$ cat src/rtl/ula_pkg.sv
// Shared opcodes, FSM state and iteration-mode types for the sequential ALU.
package ula_pkg;

  localparam logic [3:0] OP_ADD = 4'b0001;
  localparam logic [3:0] OP_SUB = 4'b0010;
  localparam logic [3:0] OP_MUL = 4'b0011;
  localparam logic [3:0] OP_AND = 4'b0100;
  localparam logic [3:0] OP_OR  = 4'b0101;
  localparam logic [3:0] OP_XOR = 4'b0110;
  localparam logic [3:0] OP_DIV = 4'b0111;

  typedef enum logic [1:0] {
    StIdle,
    StCalc,
    StDone
  } ula_state_e;

  typedef enum logic {
    ModeMul,
    ModeDiv
  } iter_mode_e;

endpackage

$ cat src/rtl/ula_iter_core.sv
// Iterative engine: shift-add multiply or restoring divide, one step per cycle for WIDTH cycles.
// res_o is the {acc, shift} value after the step taken this cycle, i.e. valid on the done edge.
module ula_iter_core
  import ula_pkg::*;
#(
  parameter int unsigned WIDTH = 4
) (
  input  logic               clk_i,
  input  logic               rst_i,
  input  logic               start_i,
  input  iter_mode_e         mode_i,
  input  logic [WIDTH-1:0]   a_i,
  input  logic [WIDTH-1:0]   b_i,
  output logic               busy_o,
  output logic               done_o,
  output logic [2*WIDTH-1:0] res_o
);

  localparam int unsigned CW = $clog2(WIDTH);

  iter_mode_e       mode_q;
  logic [WIDTH-1:0] acc_q, acc_d;
  logic [WIDTH-1:0] sh_q, sh_d;
  logic [WIDTH-1:0] opnd_q;
  logic [CW-1:0]    cnt_q;
  logic             busy_q;
  logic [WIDTH:0]   sum;
  logic [WIDTH:0]   rem_sh;
  logic             ge;

  always_comb begin
    sum    = {1'b0, acc_q} + {1'b0, opnd_q};
    rem_sh = {acc_q, sh_q[WIDTH-1]};
    ge     = (rem_sh >= {1'b0, opnd_q});
    acc_d  = acc_q;
    sh_d   = sh_q;
    if (mode_q == ModeMul) begin
      // Add multiplicand into the high half when the multiplier LSB is set, then shift right.
      if (sh_q[0]) begin
        acc_d = sum[WIDTH:1];
        sh_d  = {sum[0], sh_q[WIDTH-1:1]};
      end else begin
        acc_d = {1'b0, acc_q[WIDTH-1:1]};
        sh_d  = {acc_q[0], sh_q[WIDTH-1:1]};
      end
    end else begin
      acc_d = ge ? WIDTH'(rem_sh - {1'b0, opnd_q}) : rem_sh[WIDTH-1:0];
      sh_d  = {sh_q[WIDTH-2:0], ge};
    end
  end

  assign busy_o = busy_q;
  assign done_o = (cnt_q == CW'(WIDTH - 1));
  assign res_o  = {acc_d, sh_d};

  always_ff @(posedge clk_i or posedge rst_i) begin
    if (rst_i) begin
      mode_q <= ModeMul;
      acc_q  <= '0;
      sh_q   <= '0;
      opnd_q <= '0;
      cnt_q  <= '0;
      busy_q <= 1'b0;
    end else if (start_i) begin
      mode_q <= mode_i;
      acc_q  <= '0;
      sh_q   <= a_i;
      opnd_q <= b_i;
      cnt_q  <= '0;
      busy_q <= 1'b1;
    end else if (busy_q) begin
      acc_q <= acc_d;
      sh_q  <= sh_d;
      cnt_q <= cnt_q + 1'b1;
      if (done_o) busy_q <= 1'b0;
    end
  end

endmodule

$ cat src/rtl/ula_seq_param.sv
// Handshaked sequential ALU: 1-cycle logic/add/sub, iterative mul/div via ula_iter_core.
// Optional macro ULA_SIGNED_EN: two's-complement mul/div with one extra sign-fix cycle.
module ula_seq_param
  import ula_pkg::*;
#(
  parameter int unsigned WIDTH = 4,
  parameter int unsigned OP_W  = 4
) (
  input  logic               clk,
  input  logic               rst,
  input  logic               in_valid,
  output logic               in_ready,
  input  logic [WIDTH-1:0]   a,
  input  logic [WIDTH-1:0]   b,
  input  logic [OP_W-1:0]    op,
  output logic               out_valid,
  input  logic               out_ready,
  output logic [2*WIDTH-1:0] out_ula,
  output logic               sinal,
  output logic               zero,
  output logic               err
);

  localparam int unsigned RW = 2 * WIDTH;

  ula_state_e       state_q;
  logic [RW-1:0]    out_ula_q;
  logic             sinal_q, zero_q, err_q;

  logic             accept, is_iter, b_zero;
  logic [WIDTH:0]   sum;
  logic [WIDTH-1:0] diff;
  logic [RW-1:0]    alu_res;
  logic             alu_sinal, alu_err;
  logic [WIDTH-1:0] core_a, core_b;
  iter_mode_e       core_mode;
  logic             core_busy, core_done;
  logic [RW-1:0]    core_res;

  assign in_ready  = (state_q == StIdle) & ~rst;
  assign accept    = in_valid & in_ready;
  assign b_zero    = (b == '0);
  assign is_iter   = (op == OP_MUL) | ((op == OP_DIV) & ~b_zero);
  assign core_mode = (op == OP_DIV) ? ModeDiv : ModeMul;

  assign out_valid = (state_q == StDone);
  assign out_ula   = out_ula_q;
  assign sinal     = sinal_q;
  assign zero      = zero_q;
  assign err       = err_q;

  always_comb begin
    sum       = {1'b0, a} + {1'b0, b};
    diff      = a - b;
    alu_res   = '0;
    alu_sinal = 1'b0;
    alu_err   = 1'b0;
    case (op)
      OP_ADD: alu_res = RW'(sum);
      OP_SUB: begin
        alu_res = RW'(diff);
`ifdef ULA_SIGNED_EN
        alu_sinal = ($signed(a) < $signed(b));
`else
        alu_sinal = (a < b);
`endif
      end
      OP_AND: alu_res = RW'(a & b);
      OP_OR:  alu_res = RW'(a | b);
      OP_XOR: alu_res = RW'(a ^ b);
      // Only reached as a single-cycle op when the divisor is zero.
      OP_DIV: begin
        alu_res = {a, {WIDTH{1'b1}}};
        alu_err = 1'b1;
      end
      OP_MUL:  alu_res = '0;
      default: alu_err = 1'b1;
    endcase
  end

`ifdef ULA_SIGNED_EN
  logic             a_neg, b_neg;
  logic             fix_q, div_q, qneg_q, rneg_q;
  logic [RW-1:0]    mag_q, fix_res;
  logic [WIDTH-1:0] quot, rem;
  logic             fix_sinal;

  assign a_neg  = a[WIDTH-1];
  assign b_neg  = b[WIDTH-1];
  assign core_a = a_neg ? -a : a;
  assign core_b = b_neg ? -b : b;

  always_comb begin
    quot    = qneg_q ? -mag_q[WIDTH-1:0] : mag_q[WIDTH-1:0];
    rem     = rneg_q ? -mag_q[RW-1:WIDTH] : mag_q[RW-1:WIDTH];
    fix_res = div_q ? {rem, quot} : (qneg_q ? -mag_q : mag_q);
    // For div the sign reported is that of the quotient.
    fix_sinal = div_q ? fix_res[WIDTH-1] : fix_res[RW-1];
  end
`else
  assign core_a = a;
  assign core_b = b;
`endif

  ula_iter_core #(
    .WIDTH(WIDTH)
  ) u_core (
    .clk_i  (clk),
    .rst_i  (rst),
    .start_i(accept & is_iter),
    .mode_i (core_mode),
    .a_i    (core_a),
    .b_i    (core_b),
    .busy_o (core_busy),
    .done_o (core_done),
    .res_o  (core_res)
  );

  always_ff @(posedge clk or posedge rst) begin
    if (rst) begin
      state_q   <= StIdle;
      out_ula_q <= '0;
      sinal_q   <= 1'b0;
      zero_q    <= 1'b0;
      err_q     <= 1'b0;
`ifdef ULA_SIGNED_EN
      fix_q     <= 1'b0;
      div_q     <= 1'b0;
      qneg_q    <= 1'b0;
      rneg_q    <= 1'b0;
      mag_q     <= '0;
`endif
    end else begin
      case (state_q)
        StIdle: begin
          if (accept) begin
            if (is_iter) begin
              state_q <= StCalc;
`ifdef ULA_SIGNED_EN
              fix_q   <= 1'b0;
              div_q   <= (op == OP_DIV);
              qneg_q  <= a_neg ^ b_neg;
              rneg_q  <= a_neg;
`endif
            end else begin
              state_q   <= StDone;
              out_ula_q <= alu_res;
              sinal_q   <= alu_sinal;
              zero_q    <= (alu_res == '0);
              err_q     <= alu_err;
            end
          end
        end
        StCalc: begin
`ifdef ULA_SIGNED_EN
          if (fix_q) begin
            state_q   <= StDone;
            fix_q     <= 1'b0;
            out_ula_q <= fix_res;
            sinal_q   <= fix_sinal;
            zero_q    <= (fix_res == '0);
            err_q     <= 1'b0;
          end else if (core_busy && core_done) begin
            mag_q <= core_res;
            fix_q <= 1'b1;
          end
`else
          if (core_busy && core_done) begin
            state_q   <= StDone;
            out_ula_q <= core_res;
            sinal_q   <= 1'b0;
            zero_q    <= (core_res == '0);
            err_q     <= 1'b0;
          end
`endif
        end
        StDone: begin
          if (out_ready) state_q <= StIdle;
        end
        default: state_q <= StIdle;
      endcase
    end
  end

endmodule

$ cat config.mk
export PLATFORM = sky130hd
export DESIGN_NAME = ula_seq_param
export DESIGN_NICKNAME = d
export VERILOG_FILES = /design/src/rtl/ula_pkg.sv /design/src/rtl/ula_iter_core.sv /design/src/rtl/ula_seq_param.sv
export SDC_FILE = /design/constraint.sdc
export NUM_CORES = 1
export LEC_CHECK = 0
export CAP_MARGIN = 10
export CORE_ASPECT_RATIO = 0.8
export CORE_MARGIN = 3
export CORE_UTILIZATION = 50
export DETAILED_ROUTE_END_ITERATION = 7
export PLACE_DENSITY = 0.75
export RECOVER_POWER = 25
export SYNTH_ARGS = -nofsm -noshare
export SYNTH_HDL_FRONTEND = slang
export SYNTH_SLANG_ARGS = --single-unit
export TNS_END_PERCENT = 50
$ cat constraint.sdc
create_clock -name clk -period 2 [get_ports clk]
set_input_delay 0.4 -clock clk [delete_from_list [all_inputs] [get_ports clk]]
set_output_delay 0.4 -clock clk [all_outputs]
set_load 0.005 [all_outputs]
After elaboration in Yosys (flattened, before gate mapping)
Index checks and enable logic that the tools add are counted.
{ "totals": {"ff_bits": 29, "input_bits": 16, "out_inout_bits": 13, "wordCells": 90} }
{ "op_classes": {"n_addsub": 5, "magnitude_cmp": 2, "eq_ne": 14, "muxes": 38, "bitwise": 10, "reduce_logical": 10} }
{ "ops": {"columns": ["op", "count"], "rows": [
  ["one-hot mux 8 bit (6 select lines)", 1],
  ["two-way mux 4 bit", 9],
  ["two-way mux 8 bit", 3],
  ["== test 4 x 3 -> 1 bit (second input constant)", 4],
  ["logical NOT 8 bit", 2],
  ["one-hot mux 8 bit (2 select lines)", 1],
  ["two-way mux 1 bit", 14],
  ["two-way mux 2 bit", 6],
  ["adder 4 x 4 -> 5 bit", 2],
  ["== test 4 x 2 -> 1 bit (second input constant)", 2],
  ["subtractor 4 bit", 2],
  ["inequality test 2 bit (second input constant)", 3],
  ["one-hot mux 1 bit (2 select lines)", 3],
  ["one-hot mux 2 bit (3 select lines)", 1],
  ["OR reduction 6 bit", 1],
  ["greater-or-equal comparator 5 x 4 -> 1 bit", 1],
  ["bitwise AND 1 bit", 4],
  ["bitwise AND 4 bit", 1],
  ["== test 2 bit (second input constant)", 2],
  ["== test 4 x 1 -> 1 bit (second input constant)", 1],
  ["logical NOT 4 bit", 1],
  ["less-than comparator 4 bit", 1],
  ["bitwise OR 4 bit", 1],
  ["AND reduction 4 bit", 1],
  ["other kinds (10)", 12]
]} }

Logic depth before layout (Yosys ltp)
Gate-level depths: netlist of the first run.
{ "depth": {"depth_word": 7, "depth_mapped": 10} }

Cells and area by module
Synthesis of the first run repeated with hierarchy kept, for this count alone.
{ "unflattened": {"hier_cells": 278, "area_unflattened_um2": 2497.4} }
{ "by_module_without_submodules": {"columns": ["module", "instances", "cells_per_inst", "area_each_um2", "seq_area_each_um2"], "rows": [
  ["ula_seq_param", 1, 155, 1322.5, 325.3],
  ["ula_iter_core", 1, 123, 1174.9, 400.4]
]} }

Worst setup path before layout of the first run
Ideal clock, no wire load.
{ "synth_path": {"kind": "in2reg", "startpoint": "input b[2]", "endpoint": "register zero_q, in the netlist zero", "setup_time_ps": 131, "t_arrival_ps": 1965, "t_required_ps": 1869, "path_slack_ps": -96, "cell_stages": 9, "path_buffers": 1, "cell_sequence": "inv_1 ha_1 clkbuf_1 nor3_1 nor4b_1 nor4b_1 a311o_1 a32oi_1 o31ai_1"} }
{ "synth_between": {"elab_chain_len": 6, "elab_cells_between_ends": 16, "cone_classes": "add/sub: 2; eq/ne: 1; mux: 4; bitwise: 6; reduce/logical: 3"} }
{ "synth_lines": {"columns": ["item", "line", "rtl"], "rows": [
  ["start: declaration", "ula_seq_param.sv:14", "input logic [WIDTH-1:0] b,"],
  ["subtractor 4 bit, or another cell as far along", "ula_seq_param.sv:54", "diff = a - b;"],
  ["one-hot mux 8 bit (6 select lines) / NOT 1 bit (equally long branches)", "ula_seq_param.sv:58, ula_seq_param.sv:43", null],
  ["logical NOT 8 bit / bitwise AND 1 bit (equally long branches)", "ula_seq_param.sv:149, ula_seq_param.sv:43", null],
  ["two-way mux 1 bit / bitwise OR 1 bit (equally long branches)", "ula_seq_param.sv:137, ula_seq_param.sv:43", null],
  ["two-way mux 1 bit / inequality test 2 bit (equally long branches)", null, null],
  ["one-hot mux 1 bit (2 select lines) / AND reduction 4 bit (equally long branches)", null, null],
  ["end signal: assignment", "ula_seq_param.sv:149", "zero_q <= (alu_res == '0);"],
  ["end signal: assignment", "ula_seq_param.sv:172", "zero_q <= (core_res == '0);"],
  ["end: declaration", "ula_seq_param.sv:28", "logic sinal_q, zero_q, err_q;"]
]} }
Parallel ways exist; a longest one is shown, timed or not. The select of a mux whose other input is x is not followed.
A chain may end at the register's enable or synchronous reset.

Final worst setup path of the first run
{ "layout_path": {"startpoint": "input a[0]", "endpoint": "register zero_q, in the netlist zero"} }
{ "layout_between": {"elab_chain_len": 6, "elab_cells_between_ends": 10, "cone_classes": "add/sub: 2; mux: 4; bitwise: 3; reduce/logical: 1"} }
{ "layout_lines": {"columns": ["item", "line", "rtl"], "rows": [
  ["start: declaration", "ula_seq_param.sv:13", "input logic [WIDTH-1:0] a,"],
  ["subtractor 4 bit, or another cell as far along", "ula_seq_param.sv:54", null],
  ["one-hot mux 8 bit (6 select lines) *", "ula_seq_param.sv:58", "case (op)"],
  ["logical NOT 8 bit *", "ula_seq_param.sv:149", null],
  ["two-way mux 1 bit *", "ula_seq_param.sv:137", "if (is_iter) begin"],
  ["two-way mux 1 bit *", "ula_seq_param.sv:136", "if (accept) begin"],
  ["one-hot mux 1 bit (2 select lines) *", "ula_seq_param.sv:134", "case (state_q)"]
]} }
Mark *: on every way between the ends. The rest lies on a longest branch, timed or not. The select of a mux whose other input is x is not followed.

==> results of run 1 <==
layout make-up:
class	instances	share of cell area, %
clock buffer	7	2.505
clock inverter	1	0.1301
inverter	28	2.733
multi-input combinational	206	51.17
sequential	29	18.90
tap	60	1.952
timing repair buffer	106	22.61
cells by family after synthesis:
group	after synthesis	share of synthesized area (%)
simple gates	88	20.85
compound gates	76	21.26
buf+inv	45	7.187
flops	29	29.56
fa+ha+maj	25	13.97
mux	15	6.473
xor+xnor	2	0.7137
worst max-delay path by stage:
stage | startpoint | endpoint | slack [ns] | depth (start not counted)
after detailed placement | b[2] | out_ula[3] | -0.78 | 9
final | a[0] | zero | -0.20 | 11
after floorplan | u_core.acc_q[0] | out_ula[4] | -0.001 | 7
after global placement | b[2] | zero | -0.66 | 9
after CTS | u_core.acc_q[0] | out_ula[4] | -0.07 | 8
after global routing | a[0] | zero | -0.26 | 11
per-stage QoR:
step	area [um2]	worst slack [ns]
detailed placement	3312	-0.7801
global route	3846	-0.2609
finish	3846	-0.1955
CTS	3712	-0.07002
global placement	3312	-0.6616
floorplan	2486	-0.001049
power by group through the flow:
stage	Clock, mW	Combinational (mW)	Sequential (mW)
after detailed placement	0	2.15	0.950
after global routing	0.570	3.22	1.01
after CTS	0.541	2.46	0.952
final	0.535	3.00	0.983
after global placement	0	2.10	0.945
after floorplan	0	1.15	0.934
synthesized netlist by cell type (all sizes together), types with 2 or more instances:
cell type  instances
a211oi             8
buf                6
inv               28
o21a               2
clkbuf            11
nand3              7
o211ai             2
nor3b              3
nor4               3
nor2b              9
a31oi              7
mux2i              8
a21boi             2
a21oi              8
nor4b              5
and2               2
o31ai              4
o41ai              2
nor4bb             4
dfrtp             29
nor2              14
mux2               7
ha                21
nand2b             4
fa                 4
o21ai             26
a21o               4
nand2             21
and3b              2
a31o               2
o221ai             2
nor3               8
registers in the layout, indices dropped and copies added, names as in the netlist:
signal / cells
out_ula: 8
u_core.acc_q: 4
u_core.opnd_q: 4
u_core.sh_q: 4
state_q: 2
u_core.cnt_q: 2
err: 1
sinal: 1
u_core.busy_o: 1
u_core.mode_q: 1
zero: 1
critical path: stages:
cell	delay (ns)
sky130_fd_sc_hd__buf_2	0.12
sky130_fd_sc_hd__inv_2	0.05
sky130_fd_sc_hd__ha_2	0.19
sky130_fd_sc_hd__inv_2	0.06
sky130_fd_sc_hd__fa_2	0.42
sky130_fd_sc_hd__mux2_4	0.28
sky130_fd_sc_hd__nand3b_1	0.09
sky130_fd_sc_hd__o41ai_2	0.10
sky130_fd_sc_hd__nor4b_1	0.40
sky130_fd_sc_hd__a32oi_1	0.18
sky130_fd_sc_hd__o31ai_2	0.09
routing by layer:
metal	wire, um	vias up	GRT usage [%]	share of wire [%]
met1	3775	1280	38.72	45
met4	265	0	8.696	3.2
met2	3704	160	43.21	44
li1	-	1207	-	-
met5	0	-	0	0
met3	649	32	5.463	7.7
repair_timing:
| item | in CTS | in global routing |
|---|---|---|
| setup buffers | 7 | 0 |
| endpoints found under the setup margin | 29 | 22 |
| resized for setup | 67 | 38 |
| pin swaps | 29 | 17 |
==> flow_results.org, run 1 <==
** Status
- The run finished, with violations left.
- Violations in the final reports :: setup timing

** Pwr
- For this design the ratio of total power to cell area is around 1200 mW/mm2.
- The design draws 4.513 mW.
- Of the total power, the clock network draws roughly an eighth.
- Internal power comes to 2.613 mW.
- Reg power frac :: 21.8%
- In this run, the combinational gates consume 66.4% of the power.
- Maximum vdd drop :: 1.211 mV
- In this run switching power makes up a little over two fifths of total power.
- For this design the static power due to leakage is 1.703 nW.
- Summed over all nets, the switching power comes to 1.900 mW.

** STA
- In the post-route analysis, the smallest setup slack over all paths is -0.1955 ns.
- In this run the tightest slew margin relative to its limit is 55.10%.
- Shortest period the worst path allows :: 2.195 ns
- Max-slew violation count :: 0
- Setup repair after global routing could not meet its margin everywhere.
- At the pin with the least slew margin, the transition time is just under 0.7 ns.
- Final worst path period share :: 109.8%
- Timing would allow up to 0.4555 GHz.
- Worst hold slack across all endpoints :: 0.4768 ns
- Hold violation total from the final report :: 0
- Clock tree skew after final layout :: roughly 0.0053 ns
- Setup violations remaining at the end of the flow were counted as 9.
- After routing, the total negative slack on setup checks comes to -0.7714 ns.

** Logic synthesis
- The synthesized netlist occupies a cell area of 0.002455 mm2.
- Biggest area consumer among synthesized cells :: sky130_fd_sc_hd__dfrtp_1
- For this run, asynchronously set or reset flops after synthesis account for between 90% and 100%.
- Average cell area after synthesis :: 8.767 um2
- The netlist uses 55 different library cells.
- Synthesis produced 280 cells.
- EDFF count, synth :: 0
- Share of Yosys cell area claimed by the top area cell type :: 29.56%
- During synthesis, Yosys emitted a total of 0 warnings.
- After synthesis the netlist holds a flip-flop and latch count of 29.
- Synthesized Nets :: 321
- Ranked by total cell area, the synthesized netlist is headed by sky130_fd_sc_hd__dfrtp_1, sky130_fd_sc_hd__ha_1, sky130_fd_sc_hd__inv_1, sky130_fd_sc_hd__fa_1, sky130_fd_sc_hd__mux2i_1.
- Post-synthesis sequential area ratio :: 29.56%
- Flip-flop cell with the highest count after synthesis :: sky130_fd_sc_hd__dfrtp_1

** Clock network
- Buffers inserted during clock tree synthesis total 5.
- Master cell of the clock root buffer :: sky130_fd_sc_hd__clkbuf_8
- Clock latency on the worst-skew pair :: between 0.2 and 0.3 ns
- The clock passes through at most 2 buffers.
- Clock-pin slew was measured on the worst setup and hold paths at 0.06 ns.
- After clock tree synthesis, the flow added hold-fix buffers numbering 0.
- TritonCTS built the clock tree.
- The H-tree generated during clock tree synthesis spans 2 levels.
- The clock drives 29 sinks.

** GRT
- The total overflow left after global routing is 0.
- Antenna violations before repair :: 0
- The via count of the first global-routing pass is 2520.
- Global routing used roughly 28% of the available tracks.
- Largest net degree at the start of global routing :: 28
- The first global-routing pass estimated 12410 um of wire.

** Floorplan
- The total area inside the core boundary comes to 0.004652 mm2.
- Ports placed on the boundary :: 29
- The floorplan step defined a die boundary enclosing 0.005792 mm2.
- From bottom edge to top edge, the die measures 68.67 um.
- Horizontal extent of the die :: 84.34 um
- The floorplan has 22 rows.
- For this configuration, the core starts out at a cell density of 52.77%.

** Setup path
- Required time worst endpoint :: 2.19 ns
- Critical Path AT :: around 2.4 ns
- Crit. End Element :: flip-flop
- Across all register-to-register paths, the minimum setup slack is -0.14 ns.
- Reg2reg start :: u_core.opnd_q[0]
- For the worst flop-to-flop path, the logic depth is 9.
- STA classifies the critical path startpoint as a primary input.
- In this run the critical register-to-register path is captured at u_core.acc_q[1].
- Worst Path Class, Setup :: primary input to flip-flop
- Along the worst path, the maximum fanout reaches 4.

** Hold path
- Counting instances, the worst hold path has a depth of 3.
- HP Class :: primary input to flip-flop
- The startpoint identified for the worst hold timing path is a[0].
- The worst hold path terminates at u_core.sh_q[0].

** Detailed routing
- Sum of routed wire length over all layers :: 8395 um
- After detailed routing, the average wire length per cell comes to 19.21 um.
- Post-route DRC violation count :: 0
- Via Count :: between 2000 and 3000
- Routed vias/inst :: 6.130
- After the first detailed-routing iteration, the DRC count stood at 260.
- Remaining antenna violation count after routing :: 0
- Before antenna repair, the detailed router went through 5 iterations.

** Final layout
- Number of diodes :: 0
- At the end of the flow, the number of nets in the layout was 417.
- Sequential cell area in the final layout :: just over 700 um2
- Most used cells in the layout excluding fill and tap cells :: sky130_fd_sc_hd__buf_4, sky130_fd_sc_hd__dfrtp_1, sky130_fd_sc_hd__nand2_1, sky130_fd_sc_hd__inv_1
- Leading cell type in the layout, fill and taps excluded :: sky130_fd_sc_hd__buf_4
- At the end of the flow the core is filled with cells to 82.68%.
- In the final layout, the multi-input gates occupy 0.001968 mm2.
- After the flow finishes, the layout carries non-filler instances totaling 437.
- Relative to the synthesized area, the layout overhead comes to 56.68%.
- The layout has 276 filler cells.
- Proportion of layout cells with a drive suffix above 1 :: 42.71%

** Placed design
- Detailed placement ended at an HPWL of 5478 um.
- Number of buffer cells added on primary ports :: 28
- Number of cells in the design after placement :: ~420
- The congestion estimate from routability-driven global placement came to 0.9719.

** Run
- Across the run, the number of max-cap violations was 0.
No activity file was read; power rests on OpenSTA's default activity.
==> run 2: changes to the inputs <==
PLACE_DENSITY = 0.76   (was 0.75)
==> run 2 against run 1 <==
The flow still finishes with violations (setup timing); non-clock buffer count up 7; sequential cell count is the same; combinational power fell by 2%; sequential power about the same; setup slack better by 0.0086 ns; via count rose by 5.1%; cell area is 1.5% higher; critical path type is now flip-flop to flip-flop.
==> flow_results.org, run 2 (synthesized netlist as in run 1, its figures left out) <==
** Floorplan
- Die Outline Area :: 0.005792 mm2 (unchanged)
- Floorplan Core Area :: 0.004652 mm2 (unchanged)
- The number of ports placed on the die boundary is 29 (unchanged).
- Count of standard-cell rows :: 22 (unchanged)
- The starting density of the core was 52.77% (unchanged).
- DIE HEIGHT :: 68.67 um (unchanged)
- Horizontal extent of the die :: 84.34 um (unchanged)

** Pwr
- Final Total Pwr :: 4.421 mW (was 4.513 mW)
- The areal power density over the cells was 1133 mW/mm2 (was 1173 mW/mm2).
- The peak supply drop came to 1.065 mV (was 1.211 mV).
- The standby leakage power is 1.716 nW (was 1.703 nW).

** Setup path
- The sort of element at the start of the critical path was a flip-flop (was primary input).
- The maximum net fanout on the critical path was 3 (was 4).
- The endpoint of the lowest-slack register-to-register path was out_ula[4] (was u_core.acc_q[1]).
- The required time at the worst-slack endpoint came to 2.17 ns (was 2.19 ns).
- Critical Path AT :: 2.36 ns (was 2.39 ns)
- The launch instance of the worst register-to-register path is u_core.acc_q[0] (was u_core.opnd_q[0]).
- The path type of the worst setup path is flip-flop to flip-flop (was primary input to flip-flop).
- The sort of element at the end of the critical path is a flip-flop (unchanged).
- The number of cells traversed by the worst register-to-register path is 8 (was 9).
- R2r setup slk :: -0.19 ns (was -0.14 ns)
- Maximum single-stage delay on the critical path :: 0.54 ns (was 0.42 ns)
- The slowest cell on the critical path is sky130_fd_sc_hd__fa_2 (unchanged).
- Series of cell instances along the critical path: ha_2, inv_2, fa_2, a211oi_1, a311oi_1, buf_4, o21ai_2, mux2_4 (was buf_2, inv_2, ha_2, inv_2, fa_2, mux2_4, nand3b_1, o41ai_2, nor4b_1, a32oi_1, o31ai_2).

** GRT
- The first-pass GRT wire length is 12300 um (was 12410 um).
- Largest net degree at the start of global routing :: 25 (was 28)
- Antenna violations before repair :: 0 (unchanged)
- Combined global-route utilization of all metal layers :: 27.45% (was 27.54%)
- The via count of the first global-routing pass came to 2512 (was 2520).
- The global route total overflow came to 0 (unchanged).

** STA
- Highest clock rate :: 0.4573 GHz (was 0.4555 GHz)
- The transition time at the pin with the least slew margin was 0.6109 ns (was 0.6735 ns).
- The setup-violating endpoint count in the final report is 8 (was 9).
- Normalized max-slew margin :: 58.84% (was 55.10%)
- The worst clock skew came to 0.007156 ns (was 0.005344 ns).
- Shortest period the worst path allows :: 2.187 ns (was 2.195 ns)
- Hold violation total from the final report :: 0 (unchanged)
- The final setup TNS was -0.6733 ns (was -0.7714 ns).
- The final worst-path setup slack came to -0.1869 ns (was -0.1955 ns).
- Max-slew violation count :: 0 (unchanged)
- RSZ-0062 raised after global routing: yes (unchanged).
- The post-route fraction of the period consumed by the critical path is 109.3% (was 109.8%).

** Final layout
- The final design area excluding fillers was 0.003902 mm2 (was 0.003846 mm2).
- Non-filler instance count after layout :: 444 (was 437)
- Leading cell type in the layout, fill and taps excluded :: sky130_fd_sc_hd__buf_4 (unchanged)
- Total Nets Final :: 425 (was 417)
- The area added between synthesis and finish is 58.97% (was 56.68%).
- The number of fill cells in the layout was 262 (was 276).
- Largest register FFs :: 8 (unchanged)
- Multi-input combinational cell area :: 0.002009 mm2 (was 0.001968 mm2)
- Most used cells in the layout excluding fill and tap cells: sky130_fd_sc_hd__buf_4, sky130_fd_sc_hd__dfrtp_1, sky130_fd_sc_hd__nand2_1, sky130_fd_sc_hd__inv_1, sky130_fd_sc_hd__o21ai_1 (was sky130_fd_sc_hd__buf_4, sky130_fd_sc_hd__dfrtp_1, sky130_fd_sc_hd__nand2_1, sky130_fd_sc_hd__inv_1).
- Sequential cell area in the final layout :: 726.9 um2 (unchanged)
- The total inserted antenna cells is 0 (unchanged).
- The proportion of layout cells with a drive suffix above 1 was 46.35% (was 42.71%).
- The final standard cell utilization of the core came to 83.89% (was 82.68%).

** Detailed routing
- The initial DRC count came to 319 (was 260).
- Sum of routed wire length over all layers :: 9345 um (was 8395 um)
- Remaining antenna violation count after routing :: 0 (unchanged)
- Detailed Routing Iterations Pass 1 :: 5 (unchanged)
- Routed vias/inst :: 6.340 (was 6.130)
- Post-route DRC violation count :: 0 (unchanged)
- Via Count :: 2815 (was 2679)
- The average wire length per cell after detail routing came to 21.05 um (was 19.21 um).

** Placed design
- The total placed cells including tap cells is 425 (was 422).
- The count of port buffers added during placement came to 28 (unchanged).
- Final weighted congestion in routability-driven placement :: 0.8878 (was 0.9719)
- Post-placement cell area :: 0.003334 mm2 (was 0.003312 mm2)
- The detailed placement HPWL was 5524 um (was 5478 um).

** Hold path
- HP Class :: primary input to flip-flop (unchanged)
- The destination of the worst hold path is u_core.opnd_q[2] (was u_core.sh_q[0]).
- The startpoint of the most critical hold path is b[2] (was a[0]).
- The cell depth of the worst hold path came to 3 (unchanged).

** Status
- Violations in the final reports :: setup timing (unchanged)
- Result of the run: complete, but fails checks (unchanged).

** Clock network
- Number of hold buffers added after CTS :: 0 (unchanged)
- The root buffer cell is sky130_fd_sc_hd__clkbuf_8 (unchanged).
- Clock latency on the worst-skew pair :: 0.29 ns (was 0.28 ns)
- CTS tree :: built (unchanged)
- H-tree levels :: 2 (unchanged)
- Max Buffers Root-to-Sink :: 2 (unchanged)
- The clock buffer count from CTS was 5 (unchanged).
- The number of sinks handled by clock tree synthesis was 29 (unchanged).
- The CTS clock-pin slew for the worst setup and hold paths is 0.06 ns (about the same).

** Run
- Max-capacitance violation count :: 0 (unchanged)
[run 2: final cells by class]
cell class | count | area share [%]
sequential | 29 | 18.63
multi-input combinational | 207 | 51.49
clock buffer | 7 | 2.212
tap | 60 | 1.924
timing repair buffer | 113 | 23.05
inverter | 28 | 2.693
[run 2: stage by stage]
step	worst slack, ns	hold slack [ns]
after global routing	-0.1943	0.4355
after CTS	-0.03579	0.4949
after detailed placement	-0.7265	0.4723
after floorplan	-0.001049	0.4739
after global placement	-0.6990	0.4668
final	-0.1869	0.4159
[run 2: worst max path at each step]
stage / start / to / slack, ns / cells past startpoint
final: u_core.acc_q[0] / out_ula[4] / -0.19 / 8
after CTS: u_core.opnd_q[0] / u_core.acc_q[0] / -0.04 / 9
after global routing: u_core.opnd_q[0] / out_ula[5] / -0.19 / 9
after floorplan: u_core.acc_q[0] / out_ula[4] / -0.001 / 7
after detailed placement: a[0] / out_ula[4] / -0.73 / 9
after global placement: b[0] / out_ula[4] / -0.70 / 9
[run 2: layer usage]
metal  vias up  wire length, um  share of wire, %  GRT usage [%]
met5         -                0                 0              0
met4         0              351               3.8          6.522
met3        49              869               9.3          4.988
met2       214             4277                46          44.39
met1      1328             3846                41          38.69
li1       1224                -                 -              -
[run 2: what timing repair did]
| action | CTS | global route |
|---|---|---|
| gates cloned | 1 | 0 |
| pin swaps | 26 | 31 |
| gates resized for setup | 74 | 50 |
| setup endpoints to repair | 27 | 26 |
| buffers inserted | 9 | 5 |
[run 2: where the power goes]
part,switching (mW),total [mW],internal (mW)
clock network,0.220,0.493,0.272
logic,1.48,2.94,1.46
registers,0.192,0.985,0.793
total,1.90,4.42,2.53
[run 2: critical path, delay by kind of cell, from the launching register on]
| kind | cells | cell delay [ns] |
|---|---|---|
| buffers and inverters | 2 | 0.23 |
| DFF | 1 | 0.38 |
| adders and majority gates | 2 | 0.74 |
| AOI/OAI and AO/OA | 3 | 0.45 |
| muxes | 1 | 0.27 |
==> run 3: changes to the inputs <==
CORE_UTILIZATION = 57   (was 50)
CTS_CLUSTER_DIAMETER = 40   (was not set)
PLACE_DENSITY = 0.82   (was 0.76)
clock period = 2.05 ns   (was 2 ns; I/O delays follow)
==> run 3 against run 2 <==
The run still ends with setup timing left; fmax is 6.0% lower; sequential cell count unchanged; first-iteration DRC count increased by 37%; highest routed layer unchanged.
==> flow_results.org, run 3 (synthesized netlist as in run 1, its figures left out) <==
** Status
- Result of the run :: complete, but fails checks (unchanged)
- Violations in the final reports: setup timing (unchanged).

** Detailed routing
- The number of vias per cell is 6.922 (was 6.340).
- The number of vias after detailed routing is 2921 (was 2815).
- The residual antenna-violating net count after detailed routing was 0 (unchanged).
- The number of DRC violations after detailed routing is 0 (unchanged).
- The average wire length per cell after detail routing is 25.70 um (was 21.05 um).
- Sum of routed wire length over all layers :: 10850 um (was 9345 um)
- Detailed Route Iter0 Violations :: 438 (was 319)
- The number of iterations in the first detailed-routing pass is 5 (unchanged).

** Final layout
- Leading cell type in the layout, fill and taps excluded :: sky130_fd_sc_hd__buf_4 (unchanged)
- Number of diodes :: 0 (unchanged)
- The final design area excluding fillers is 0.003745 mm2 (was 0.003902 mm2).
- Largest register FFs :: 8 (unchanged)
- Total Nets Final :: 407 (was 425)
- Proportion of layout cells with a drive suffix above 1 :: 40.60% (was 46.35%)
- Most used cells in the layout excluding fill and tap cells: sky130_fd_sc_hd__buf_4, sky130_fd_sc_hd__dfrtp_1, sky130_fd_sc_hd__inv_1, sky130_fd_sc_hd__nand2_1, sky130_fd_sc_hd__clkdlybuf4s50_1 (was sky130_fd_sc_hd__buf_4, sky130_fd_sc_hd__dfrtp_1, sky130_fd_sc_hd__nand2_1, sky130_fd_sc_hd__inv_1, sky130_fd_sc_hd__o21ai_1).
- The area added between synthesis and finish is 52.55% (was 58.97%).

** Pwr
- Maximum vdd drop :: 1.198 mV (was 1.065 mV)
- Clock Power Share :: 12.7% (was 11.1%)
- The internal power contribution was 2.381 mW (was 2.525 mW).
- The switching component of the power came to 1.963 mW (was 1.895 mW).
- The part of the power in combinational logic was 64.2% (was 66.6%).
- The areal power density over the cells is 1160 mW/mm2 (was 1133 mW/mm2).
- The share of total power in sequential cells came to 23.1% (was 22.3%).
- Static leakage :: 1.644 nW (was 1.716 nW)
- The switching part of the total power was 45.19% (was 42.88%).
- Final Total Pwr :: 4.345 mW (was 4.421 mW)

** Floorplan
- Horizontal extent of the die :: 79.37 um (was 84.34 um)
- Ports placed on the boundary :: 29 (unchanged)
- The height of the die was 64.70 um (was 68.67 um).
- The starting density of the core came to 61.70% (was 52.77%).
- The full die area was 0.005135 mm2 (was 0.005792 mm2).
- The placement row count was 20 (was 22).
- Floorplan Core Area :: 0.003979 mm2 (was 0.004652 mm2)

** GRT
- The number of antenna violations at the first check in global routing came to 0 (unchanged).
- The global route total overflow came to 0 (unchanged).
- The first-pass GRT wire length is 13280 um (was 12300 um).
- The overall fraction of global-route tracks in use came to 34.42% (was 27.45%).
- Via count of the first global-routing pass :: 2567 (was 2512)
- The maximum number of pins on one net before global-route repair is 20 (was 25).

** Setup path
- Crit. End Element :: flip-flop (unchanged)
- Critical Path AT :: 2.50 ns (was 2.36 ns)
- Required time worst endpoint :: 2.23 ns (was 2.17 ns)
- Highest fanout seen on the critical path :: 4 (was 3)
- The sort of element at the start of the critical path is a flip-flop (unchanged).
- Worst Path Class, Setup :: flip-flop to flip-flop (unchanged)

** STA
- The final number of hold-violating endpoints is 0 (unchanged).
- Worst Tran Pin Value :: 0.8115 ns (was 0.6109 ns)
- Final worst path period share :: 113.5% (was 109.3%)
- Clock tree skew after final layout :: 0.006516 ns (was 0.007156 ns)
- RSZ-0062 raised after global routing: yes (unchanged).
- The remaining max-slew budget at the tightest pin was 45.90% (was 58.84%).
- The timing-limited maximum frequency came to 0.4299 GHz (was 0.4573 GHz).
- The setup-violating endpoint count in the final report was 15 (was 8).
- The final worst-path setup slack was -0.2763 ns (was -0.1869 ns).
- The number of pins with negative max-slew slack in the final report came to 0 (unchanged).
- Shortest period the worst path allows :: 2.326 ns (was 2.187 ns)

** Clock network
- The root buffer cell was sky130_fd_sc_hd__clkbuf_8 (unchanged).
- CTS tree :: built (unchanged)
- The clock buffer count from CTS is 5 (unchanged).
- H-tree levels :: 2 (unchanged)
- Clock latency on the worst-skew pair :: 0.30 ns (was 0.29 ns)
- Sinks on Clock Net :: 29 (unchanged)
- The deepest clock path buffer count came to 2 (unchanged).
- Worst-path clk slew :: 0.07 ns (was 0.06 ns)

** Run
- Max-capacitance violation count :: 0 (unchanged)

** Placed design
- The instance area after placement came to 0.003224 mm2 (was 0.003334 mm2).
- The count of port buffers added during placement was 28 (unchanged).
- The detailed placement HPWL came to 5493 um (was 5524 um).
- Final weighted congestion in routability-driven placement :: 0.9997 (was 0.8878)

** Hold path
- The kind of path behind the tightest hold check is primary input to flip-flop (unchanged).
[run 3: area by class of cell]
class / instances / area (um2)
multi-input combinational: 206 / 1942
tap: 55 / 68.82
clock buffer: 7 / 96.34
clock inverter: 1 / 5.005
inverter: 28 / 105.1
timing repair buffer: 96 / 802.0
fill: 119 / 234.0
sequential: 29 / 725.7
[run 3: routing by layer]
metal | global-route usage, % | routed length [um]
met3 | 8.750 | 1290
met4 | 13.30 | 804
met2 | 54.41 | 4780
met5 | 0 | 0
met1 | 45.27 | 3972
[run 3: worst paths after layout]
check	from	to	slack [ns]	cells after the start
min in group asynchronous	rst	out_ula[7]	0.78	3
min reg2reg	out_ula[0]	out_ula[0]	0.51	1
max	u_core.acc_q[2]	out_ula[6]	-0.28	8
max reg2reg	u_core.acc_q[2]	out_ula[6]	-0.28	8
min	b[0]	u_core.opnd_q[0]	0.49	2
max in group asynchronous	rst	u_core.acc_q[1]	0.41	4
[run 3: per-stage QoR]
stage / setup TNS, ns / hold slack (ns) / setup WS, ns / instances / util, %
4_1_cts: -0.2507 / 0.5064 / -0.07226 / 415 / 88.05
6_report: -2.148 / 0.4905 / -0.2763 / 422 / 94.12
2_1_floorplan: 0 / 0.4739 / 0.0002922 / 280 / -
5_1_grt: -2.828 / 0.5058 / -0.3307 / 422 / 94.12
3_5_place_dp: -11.30 / 0.4846 / -0.6896 / 405 / 81.04
3_3_place_gp: -10.48 / 0.4627 / -0.6194 / 405 / 81.04
[run 3: timing repair]
| item | 4_1_cts | 5_1_grt |
|---|---|---|
| buffers inserted | 2 | 9 |
| setup endpoints to repair | 27 | 25 |
| pin swaps | 18 | 28 |
| resized for setup | 51 | 56 |
| gates cloned | 0 | 0 |
| hold buffers | 0 | 0 |
[run 3: power by group through the flow]
stage	Combinational [mW]	Sequential, mW	Clock [mW]
finish	2.79	1.00	0.551
floorplan	1.12	0.911	0
detailed placement	1.96	0.946	0
CTS	2.19	0.948	0.534
global placement	1.88	0.937	0
global route	2.91	1.01	0.561
[run 3: worst max-delay path, cell delays in order, from the launching register on]
cell and delay, ns:
sky130_fd_sc_hd__dfrtp_1 0.43, sky130_fd_sc_hd__buf_4 0.18, sky130_fd_sc_hd__ha_1 0.36, sky130_fd_sc_hd__nand3_1 0.15, sky130_fd_sc_hd__and4_1 0.24, sky130_fd_sc_hd__a2111oi_2 0.42
sky130_fd_sc_hd__a31oi_2 0.12, sky130_fd_sc_hd__nand2_1 0.21, sky130_fd_sc_hd__a21oi_1 0.10
